## src/rtl/instr_fetch_unit.sv

```systemverilog
// Instruction fetch unit: requests aligned 8-byte instruction pairs from
// instruction memory and writes them into two downstream queue lanes.
// One transaction may be outstanding at a time. When a queue lane is full
// at completion, the pair is parked in hold registers until both lanes
// have room. A redirect flushes everything and restarts fetch at a new
// address. If a request is still in flight when the redirect arrives, that
// request is allowed to finish and its data is dropped.

module instr_fetch_unit #(
  parameter logic [31:0] RESET_PC = 32'h0000_0000
) (
  input  logic        i_clk,
  input  logic        i_rst,
  input  logic        i_fetch_en,
  input  logic        i_redirect_valid,
  input  logic [31:0] i_redirect_pc,
  output logic        o_imem_req,
  output logic [31:0] o_imem_addr,
  input  logic        i_imem_ack,
  input  logic [63:0] i_imem_rdata,
  input  logic        i_q1_full,
  input  logic        i_q2_full,
  output logic [31:0] o_instruction_1,
  output logic [31:0] o_instruction_2,
  output logic        o_instruction1_valid,
  output logic        o_instruction2_valid,
  output logic [31:0] o_fetch_pc
);

  // Fetch addresses are always pair aligned, so the low three bits are forced to zero
  localparam logic [31:0] RESET_PC_ALIGNED = {RESET_PC[31:3], 3'b000};

  typedef enum logic [1:0] {
    IDLE,
    REQ,
    HOLD
  } fetchState_t;

  fetchState_t r_state;
  fetchState_t w_nextState;

  logic [31:0] r_fetchPc;
  logic        r_imemReq;
  logic [31:0] r_imemAddr;
  logic [31:0] r_instr1;
  logic [31:0] r_instr2;
  logic        r_valid;
  logic [31:0] r_hold1;
  logic [31:0] r_hold2;
  logic        r_discard;

  logic [31:0] w_nextFetchPc;
  logic        w_nextImemReq;
  logic [31:0] w_nextImemAddr;
  logic [31:0] w_nextInstr1;
  logic [31:0] w_nextInstr2;
  logic        w_nextValid;
  logic [31:0] w_nextHold1;
  logic [31:0] w_nextHold2;
  logic        w_nextDiscard;

  logic        w_complete;
  logic        w_queueReady;
  logic [31:0] w_redirectPc;
  logic [31:0] w_pcPlus8;
  logic        w_unusedRedirectLowBits;

  assign w_complete   = r_imemReq & i_imem_ack;
  assign w_queueReady = ~i_q1_full & ~i_q2_full;
  assign w_redirectPc = {i_redirect_pc[31:3], 3'b000};
  assign w_pcPlus8    = r_fetchPc + 32'd8;

  // The low redirect bits carry no information for an aligned fetch address
  assign w_unusedRedirectLowBits = &i_redirect_pc[2:0];

  // State register; reset abandons any transaction in flight
  always_ff @(posedge i_clk or posedge i_rst) begin
    if (i_rst) begin
      r_state <= IDLE;
    end else begin
      r_state <= w_nextState;
    end
  end

  // Next-state and datapath decisions; redirect always takes priority
  always_comb begin
    w_nextState    = r_state;
    w_nextFetchPc  = r_fetchPc;
    w_nextImemReq  = 1'b0;
    w_nextImemAddr = r_imemAddr;
    w_nextInstr1   = r_instr1;
    w_nextInstr2   = r_instr2;
    w_nextValid    = 1'b0;
    w_nextHold1    = r_hold1;
    w_nextHold2    = r_hold2;
    w_nextDiscard  = r_discard;

    case (r_state)
      IDLE: begin
        if (i_redirect_valid) begin
          w_nextFetchPc = w_redirectPc;
          w_nextHold1   = 32'h0;
          w_nextHold2   = 32'h0;
          w_nextDiscard = 1'b0;
          if (i_fetch_en) begin
            w_nextState    = REQ;
            w_nextImemReq  = 1'b1;
            w_nextImemAddr = w_redirectPc;
          end
        end else if (i_fetch_en) begin
          w_nextState    = REQ;
          w_nextImemReq  = 1'b1;
          w_nextImemAddr = r_fetchPc;
        end
      end

      REQ: begin
        if (w_complete) begin
          if (i_redirect_valid || r_discard) begin
            // Returned pair belongs to a flushed stream: drop it, no increment
            if (i_redirect_valid) begin
              w_nextFetchPc = w_redirectPc;
              w_nextHold1   = 32'h0;
              w_nextHold2   = 32'h0;
            end
            w_nextDiscard = 1'b0;
            if (i_fetch_en) begin
              w_nextState    = REQ;
              w_nextImemReq  = 1'b1;
              w_nextImemAddr = i_redirect_valid ? w_redirectPc : r_fetchPc;
            end else begin
              w_nextState = IDLE;
            end
          end else if (w_queueReady) begin
            w_nextInstr1  = i_imem_rdata[31:0];
            w_nextInstr2  = i_imem_rdata[63:32];
            w_nextValid   = 1'b1;
            w_nextFetchPc = w_pcPlus8;
            if (i_fetch_en) begin
              w_nextState    = REQ;
              w_nextImemReq  = 1'b1;
              w_nextImemAddr = w_pcPlus8;
            end else begin
              w_nextState = IDLE;
            end
          end else begin
            w_nextHold1   = i_imem_rdata[31:0];
            w_nextHold2   = i_imem_rdata[63:32];
            w_nextFetchPc = w_pcPlus8;
            w_nextState   = HOLD;
          end
        end else begin
          // Request stays up at its original address until acknowledged
          w_nextImemReq = 1'b1;
          if (i_redirect_valid) begin
            w_nextFetchPc = w_redirectPc;
            w_nextHold1   = 32'h0;
            w_nextHold2   = 32'h0;
            w_nextDiscard = 1'b1;
          end
        end
      end

      HOLD: begin
        if (i_redirect_valid) begin
          w_nextFetchPc = w_redirectPc;
          w_nextHold1   = 32'h0;
          w_nextHold2   = 32'h0;
          w_nextDiscard = 1'b0;
          if (i_fetch_en) begin
            w_nextState    = REQ;
            w_nextImemReq  = 1'b1;
            w_nextImemAddr = w_redirectPc;
          end else begin
            w_nextState = IDLE;
          end
        end else if (w_queueReady) begin
          w_nextInstr1 = r_hold1;
          w_nextInstr2 = r_hold2;
          w_nextValid  = 1'b1;
          if (i_fetch_en) begin
            w_nextState    = REQ;
            w_nextImemReq  = 1'b1;
            w_nextImemAddr = r_fetchPc;
          end else begin
            w_nextState = IDLE;
          end
        end
      end

      default: begin
        w_nextState = IDLE;
      end
    endcase
  end

  // Datapath registers follow the decisions made above
  always_ff @(posedge i_clk or posedge i_rst) begin
    if (i_rst) begin
      r_fetchPc  <= RESET_PC_ALIGNED;
      r_imemReq  <= 1'b0;
      r_imemAddr <= 32'h0;
      r_instr1   <= 32'h0;
      r_instr2   <= 32'h0;
      r_valid    <= 1'b0;
      r_hold1    <= 32'h0;
      r_hold2    <= 32'h0;
      r_discard  <= 1'b0;
    end else begin
      r_fetchPc  <= w_nextFetchPc;
      r_imemReq  <= w_nextImemReq;
      r_imemAddr <= w_nextImemAddr;
      r_instr1   <= w_nextInstr1;
      r_instr2   <= w_nextInstr2;
      r_valid    <= w_nextValid;
      r_hold1    <= w_nextHold1;
      r_hold2    <= w_nextHold2;
      r_discard  <= w_nextDiscard;
    end
  end

  assign o_imem_req           = r_imemReq;
  assign o_imem_addr          = r_imemAddr;
  assign o_instruction_1      = r_instr1;
  assign o_instruction_2      = r_instr2;
  assign o_instruction1_valid = r_valid;
  assign o_instruction2_valid = r_valid;
  assign o_fetch_pc           = r_fetchPc;

endmodule

```

## config.mk

```make
export PLATFORM = sky130hd
export DESIGN_NAME = instr_fetch_unit
export DESIGN_NICKNAME = d
export VERILOG_FILES = /design/src/rtl/instr_fetch_unit.sv
export SDC_FILE = /design/constraint.sdc
export NUM_CORES = 1
export LEC_CHECK = 0
export CORE_MARGIN = 8
export CORE_UTILIZATION = 54
export CTS_CLUSTER_DIAMETER = 80
export DETAILED_ROUTE_END_ITERATION = 6
export PLACE_DENSITY = 0.86
export REMOVE_ABC_BUFFERS = 1
export SYNTH_ARGS = -nofsm -noshare
export SYNTH_HDL_FRONTEND = slang
export SYNTH_SLANG_ARGS = --single-unit
```

## constraint.sdc

```tcl
create_clock -name i_clk -period 10.35 [get_ports i_clk]
set_input_delay 2.07 -clock i_clk [delete_from_list [all_inputs] [get_ports i_clk]]
set_output_delay 2.07 -clock i_clk [all_outputs]
set_load 0.05 [all_outputs]
```

==> results of run 1 <==
synthesized netlist by cell type, types with 8 or more instances:
library cell | number | area [sq um]
a21oi_1 | 39 | 195
a22o_1 | 66 | 578
a31oi_1 | 12 | 75.1
and2_1 | 8 | 50.1
and3_1 | 8 | 50.1
buf_2 | 28 | 140
clkbuf_1 | 45 | 169
dfrtp_1 | 197 | 4930
inv_1 | 12 | 45.0
mux2_2 | 10 | 113
mux2i_1 | 70 | 701
nand2_1 | 130 | 488
nand3_1 | 26 | 130
nand4_1 | 11 | 68.8
nor2_1 | 39 | 146
nor3_1 | 12 | 60.1
o211ai_1 | 8 | 60.1
o21ai_0 | 120 | 601
o22a_1 | 15 | 131
metal layers:
metal / global-route usage, % / vias to the layer above
li1: - / 3880
met1: 30.6 / 4053
met2: 40.8 / 359
met3: 6.19 / 69
met4: 11.6 / 0
met5: 0 / -
area by class of cell:
cell class	count	share of cell area [%]
Timing Repair Buffer	243	19.0
Tap cell	225	2.24
Multi-Input combinational cell	670	34.3
Inverter	13	0.447
Sequential cell	197	39.2
Clock buffer	17	3.38
Clock inverter	15	1.44
cell usage in the layout, fill, tap and decap left out, types with 6 or more instances in the layout:
master           instances
a21oi_1                 39
a22o_1                  66
a31oi_1                 12
and2_1                   7
and3_1                   8
buf_4                   13
clkbuf_16               17
clkdlybuf4s50_1        229
dfrtp_1                197
inv_1                   11
mux2_2                  10
mux2i_1                 70
nand2_1                130
nand3_1                 25
nand4_1                 11
nor2_1                  39
nor3_1                  12
o211ai_1                 8
o21ai_0                120
o22a_1                  15
o22ai_1                  6
o31a_1                   7
xnor2_1                  6
xor2_1                   7
worst paths after layout:
| kind | startpoint | endpoint | slack [ps] | depth (start not counted) |
|---|---|---|---|---|
| min in group asynchronous | i_rst | o_instruction_2[28]$_DFFE_PP0P_ | 2170 | 2 |
| max in group asynchronous | i_rst | r_hold1[4]$_DFFE_PP0P_ | 6600 | 3 |
| worst max register to register | r_state[0]$_DFFE_PP0P_ | r_hold1[5]$_DFFE_PP0P_ | 7150 | 8 |
| worst min-delay path | o_imem_addr[12]$_DFFE_PP0P_ | o_imem_addr[12]$_DFFE_PP0P_ | 480 | 2 |
| worst min register to register | o_imem_addr[12]$_DFFE_PP0P_ | o_imem_addr[12]$_DFFE_PP0P_ | 480 | 2 |
| worst max-delay path | i_redirect_valid | o_instruction_1[11]$_DFFE_PP0P_ | 5720 | 6 |
power groups by stage:
| stage | logic, mW | clock network, mW | registers, mW |
|---|---|---|---|
| floorplan | 0.627 | 0 | 1.94 |
| global placement | 2.00 | 0 | 1.24 |
| detailed placement | 2.04 | 0 | 1.25 |
| CTS | 2.05 | 0.683 | 1.24 |
| global route | 2.16 | 0.713 | 1.28 |
| finish | 2.04 | 0.675 | 1.24 |
worst max-delay path, delay by kind of cell:
family	cells	cell delay, ps
buffers and inverters	4	2260
AND/OR/NAND/NOR	1	200
AO/OA/AOI/OAI	1	260
stage by stage:
stage	setup slack, ps	power (mW)	instance area (sq um)	instances
floorplan	2910	2.56	9250	880
global placement	5410	3.24	12000	1348
CTS	5800	3.97	12600	1380
finish	5720	3.96	12600	1380
detailed placement	5330	3.29	12000	1348
global route	5480	4.15	12600	1380
registers in the layout, summed over array words and instances (netlist names):
register	count
r_discard	1
o_imem_req	1
r_hold1	32
o_instruction_2	32
r_hold2	32
o_fetch_pc	32
o_imem_addr	32
o_instruction1_valid	1
r_state	2
o_instruction_1	32
cell families after synthesis:
| kind of cell | Yosys count | synth area share [%] |
|---|---|---|
| adders and majority gates | 6 | 0.782 |
| DFF | 197 | 51.3 |
| xor gates and xnor gates | 13 | 1.19 |
| and+or+nand+nor | 257 | 12.4 |
| buffers and inverters | 95 | 4.17 |
| muxes | 80 | 8.47 |
| AOI/OAI and AO/OA | 314 | 21.7 |
==> metrics.md, run 1 <==
| Metric | Value |
|---|---|
| Routed length on met2 | `between 10 and 15 mm` |
| Ys async rst share | `100%` |
| Status | `finished, final reports clean` |
| Overall Global Routing Usage | `about a quarter` |
| Int Pwr | `2.04 mW` |
| H-Tree Depth | `4` |
| # hold bufs at CTS | `0` |
| Post-synth top flop | `dfrtp_1` |
| Most used cell along the critical path | `buf_4` |
| Core Area | `approximately 0.017 sq mm` |
| Max IR drop VDD | `between 0.15 and 0.2 mV` |
| Post-DRT Antenna Nets | `0` |
| Reg power frac | `31.4%` |
| Worst-skew pair later-pin latency | `440 ps` |
| Met3 wire length | `roughly 2.0 mm` |
| # DRC | `0` |
| Clock power frac | `between 10% and 20%` |
| Layout Nets | `1251` |
| Final hold slack | `about 480 ps` |
| IO Port Bufs | `between 200 and 250` |
| Hpwl dp | `around 18 mm` |
| Vias post-DR | `around 8400` |
| Switching share of power | `between 40% and 50%` |
| Crit path DAT | `4890 ps` |
| Post-Syn Area per Cell | `between 9 and 10 sq um` |
| Power Density | `~310 mW/mm^2` |
| Die Wd | `approximately 150 microns` |
| Critical-path cell list | `buf_2 > buf_4 > clkinv_1 > nand3_4 > buf_4 > o21ai_0` |
| Number of diodes | `0` |
| Sequential element share of the synthesized area | `51.3%` |
| Gpl congestion | `0.874` |
| Die Y | `149 microns` |
| Critical Path RT | `roughly 11000 ps` |
| Post-Synthesis Cells | `between 900 and 1000` |
| Fillers | `between 1000 and 1500` |
| Slowest Stage Delay on Critical Path | `830 ps` |
| Post-synth EDFFs | `0` |
| Max clock buf depth | `2` |
| Leak Pwr | `around 5.2 nW` |
| CTS Sinks | `a little under 200` |
| FP Rows | `48` |
| CP Max Fanout | `between 100 and 150` |
| Post-route minimum period | `4630 ps` |
| Worst setup EP type | `register` |
| WL per Instance | `20.2 microns` |
| Full die area | `~0.022 sq mm` |
| Num CTS Buffers | `17` |
| Post-Syn Area | `0.00960 sq mm` |
| Vias in the first global route | `approximately 8400` |
| Root Driver | `clkbuf_16` |
| Initial Utilization | `roughly 55%` |
| Final Hold Viols | `0` |
| I/O pins | `between 200 and 250` |
| Combinational fraction of design power | `51.5%` |
| Sequential cell area | `around 0.0049 sq mm` |
| Max-cap violations | `0` |
| RSZ-0062 raised after global routing | `false` |
| Layout Area Growth over Synthesis | `31.1%` |
| Slew at the pin closest to its max-slew limit | `around 1100 ps` |
| Vias per inst | `between 6 and 7` |
| First-pass GRT wire length | `44.5 mm` |
| Aggregate routed wire length | `approximately 28 mm` |
| Layout cells sized above 1 | `6.23%` |
| Worst Setup Start Kind | `input pin` |
| Final setup violation count | `0` |
| Initial antenna violation count | `0` |
| Wire length on met1 | `about 11 mm` |
| TNS Setup | `0 ps` |
| Pre-antenna DRT Iters | `5` |
| Worst relative slew slack | `26.4%` |
| Util after Layout | `72.5%` |
| P_sw | `1.92 mW` |
| Setup Crit Path Kind | `input pin to register` |
| Worst-path clk slew | `~80 ps` |
| Iter 0 DRT Violations | `745` |
| Multi-input gate area | `roughly 0.0043 sq mm` |
| Clock Skews | `around 14 ps` |
| Flops & latches, synth | `197` |
| Synth Warn # | `0` |
| Total grt overflow | `0` |
| Largest net degree at the start of global routing | `around 130` |
| Max Clk Rate | `~0.22 GHz` |
| Post-route clock period utilization | `between 40 and 50%` |
| Synth cell types | `61` |
| Setup bufs post-CTS | `0` |
| PostCTS Resize Cnt | `0` |
| Final Max Slew Viols | `0` |
| CTS tree | `yes` |
| Hold WC Path Type | `register to register` |
| Max stage delay cell, worst path | `clkinv_1` |
| Max layer used | `met4` |
Note: power is estimated with default switching activity, not from simulation.
==> inputs of run 2 (changes only) <==
Settings changed: CORE_UTILIZATION 54 to 50, PLACE_DENSITY 0.86 to 0.81.
Clock period 10.35 ns to 4.3 ns, I/O delays scaled along.
==> metrics.md, run 2 (synthesized netlist as in run 1, its figures left out) <==
| Metric | Value |
|---|---|
| Post-DRT Antenna Nets | `0` |
| Vias post-DR | `~8300` |
| Worst setup EP type | `register` |
| Hold WC Path Type | `register to register` |
| GRT Max-Usage Layer | `met2` |
| R2R Setup Slk | `~1400 ps` |
| Layout Area Growth over Synthesis | `32.0%` |
| Final Hold Viols | `0` |
| Die Wd | `155 microns` |
| Cell depth of the worst hold path | `2` |
| Int Pwr | `4.98 mW` |
| Hpwl dp | `around 19 mm` |
| Vias per inst | `5.97` |
| Gpl congestion | `0.863` |
| Fin worst setup slack | `1240 ps` |
| Hold path start | `o_instruction_1[3]$_DFFE_PP0P_` |
| Core Area | `between 0.015 and 0.02 sq mm` |
| Fillers | `roughly 1400` |
| Final hold slack | `478 ps` |
| Initial Utilization | `51.2%` |
| Layout Nets | `between 1000 and 1500` |
| Pre-antenna DRT Iters | `5` |
| Most frequent cells in the layout | `clkdlybuf4s50_1, dfrtp_1, nand2_1, o21ai_0, mux2i_1` |
| Final setup violation count | `0` |
| Aggregate routed wire length | `roughly 28 mm` |
| Initial antenna violation count | `3` |
| Critical Path RT | `between 4000 and 5000 ps` |
| Worst-skew pair later-pin latency | `about 440 ps` |
| Slew at the pin closest to its max-slew limit | `1050 ps` |
| Clock Skews | `10.9 ps` |
| Worst Hold End | `o_instruction_1[3]$_DFFE_PP0P_` |
| WL per Instance | `about 20 microns` |
| Post-route clock period utilization | `between 70% and 80%` |
| CP Max Fanout | `30` |
| Max IR drop VDD | `roughly 0.54 mV` |
| Met1 Use GR | `between 20 and 30%` |
| Max clock buf depth | `2` |
| Setup bufs post-CTS | `0` |
| Reg power frac | `31.4%` |
| Iter 0 DRT Violations | `around 730` |
| Status | `finished, final reports clean` |
| First-pass GRT wire length | `approximately 44 mm` |
| Post-route minimum period | `approximately 3100 ps` |
| Setup Crit Path Kind | `input pin to register` |
| Clock power frac | `between 10% and 20%` |
| Max Clk Rate | `0.326 GHz` |
| Root Driver | `clkbuf_16` |
| Met2 usage | `38.0%` |
| Worst-path clk slew | `around 80 ps` |
| Crit path DAT | `3360 ps` |
| Total grt overflow | `0` |
| Leading cell type in the layout, fill and taps excluded | `clkdlybuf4s50_1` |
| Worst r2r dst | `o_fetch_pc[8]$_DFFE_PP0P_` |
| Switching share of power | `a little under half` |
| TNS Setup | `0 ps` |
| # hold bufs at CTS | `0` |
| Die Y | `approximately 150 microns` |
| Num CTS Buffers | `17` |
| H-Tree Depth | `4` |
| Layout cells sized above 1 | `between 6 and 7%` |
| PostCTS Resize Cnt | `0` |
| P_sw | `4.56 mW` |
| Final Max Slew Viols | `0` |
| Worst relative slew slack | `29.7%` |
| Power Density | `about 750 mW/mm^2` |
| Met3 global-route usage | `5.60%` |
| Overall Global Routing Usage | `a little under a quarter` |
| Worst slack, placed | `about 820 ps` |
| Leak Pwr | `~5.3 nW` |
| IO Port Bufs | `230` |
| Full die area | `0.0239 sq mm` |
| Largest net degree at the start of global routing | `~120` |
| CTS tree | `yes` |
| I/O pins | `234` |
| Reg-to-reg critical path startpoint | `r_state[0]$_DFFE_PP0P_` |
| Combinational fraction of design power | `around half` |
| Vias in the first global route | `8146` |
| FF-to-FF path depth | `8` |
| RSZ-0062 raised after global routing | `false` |
| FP Rows | `50` |
| CTS Sinks | `197` |
| # DRC | `0` |
| Max-cap violations | `0` |
| Worst Setup Start Kind | `input pin` |
-- run 2: through the flow --
step	utilization [%]	instance area [sq um]	power [mW]	instances
floorplan	-	9250	6.17	880
global placement	64.3	12100	7.84	1363
detailed placement	64.3	12100	7.93	1363
CTS	67.5	12700	9.58	1395
global route	67.6	12700	10.0	1397
finish	67.6	12700	9.54	1397
-- run 2: power by group through the flow --
stage | Sequential [mW] | Combinational (mW) | Clock (mW)
2_1_floorplan | 4.66 | 1.51 | 0
3_3_place_gp | 3.00 | 4.84 | 0
3_5_place_dp | 3.02 | 4.92 | 0
4_1_cts | 2.99 | 4.94 | 1.65
5_1_grt | 3.09 | 5.20 | 1.73
6_report | 3.00 | 4.91 | 1.63
-- run 2: critical path, stage by stage --
cell and delay (ps):
clkdlybuf4s50_1 460, nor2_1 40, buf_4 170, o311ai_0 400, a21o_1 890, buf_4 380
o21ai_0 140
-- run 2: routing by layer --
layer  vias to the layer above  share of wire (%)  wire (microns)
li1                       3873                  -               -
met1                      4116                 41           11300
met2                       305                 50           13800
met3                        48                7.1            1990
met4                         2                2.8             775
met5                         -              0.036              10
-- run 2: worst max path at each step --
stage / startpoint / end / slack (ps) / cells past startpoint
3_5_place_dp: i_q2_full / o_imem_addr[6]$_DFFE_PP0P_ / 820 / 7
2_1_floorplan: r_state[0]$_DFFE_PP0P_ / r_hold1[0]$_DFFE_PP0P_ / -2180 / 6
3_3_place_gp: i_q2_full / o_imem_addr[0]$_DFFE_PP0P_ / 920 / 7
6_report: i_q2_full / o_imem_addr[8]$_DFFE_PP0P_ / 1240 / 7
4_1_cts: i_q2_full / o_imem_addr[8]$_DFFE_PP0P_ / 1250 / 7
5_1_grt: i_q2_full / o_imem_addr[8]$_DFFE_PP0P_ / 1080 / 7
-- run 2: final cells by class --
cell class | count | area [sq um] | area share, %
Timing Repair Buffer | 249 | 2480 | 19.5
Sequential cell | 197 | 4930 | 38.9
Antenna cell | 2 | 5.00 | 0.0395
Tap cell | 234 | 293 | 2.31
Clock buffer | 19 | 443 | 3.49
Clock inverter | 13 | 159 | 1.25
Multi-Input combinational cell | 670 | 4320 | 34.0
Inverter | 13 | 56.3 | 0.444
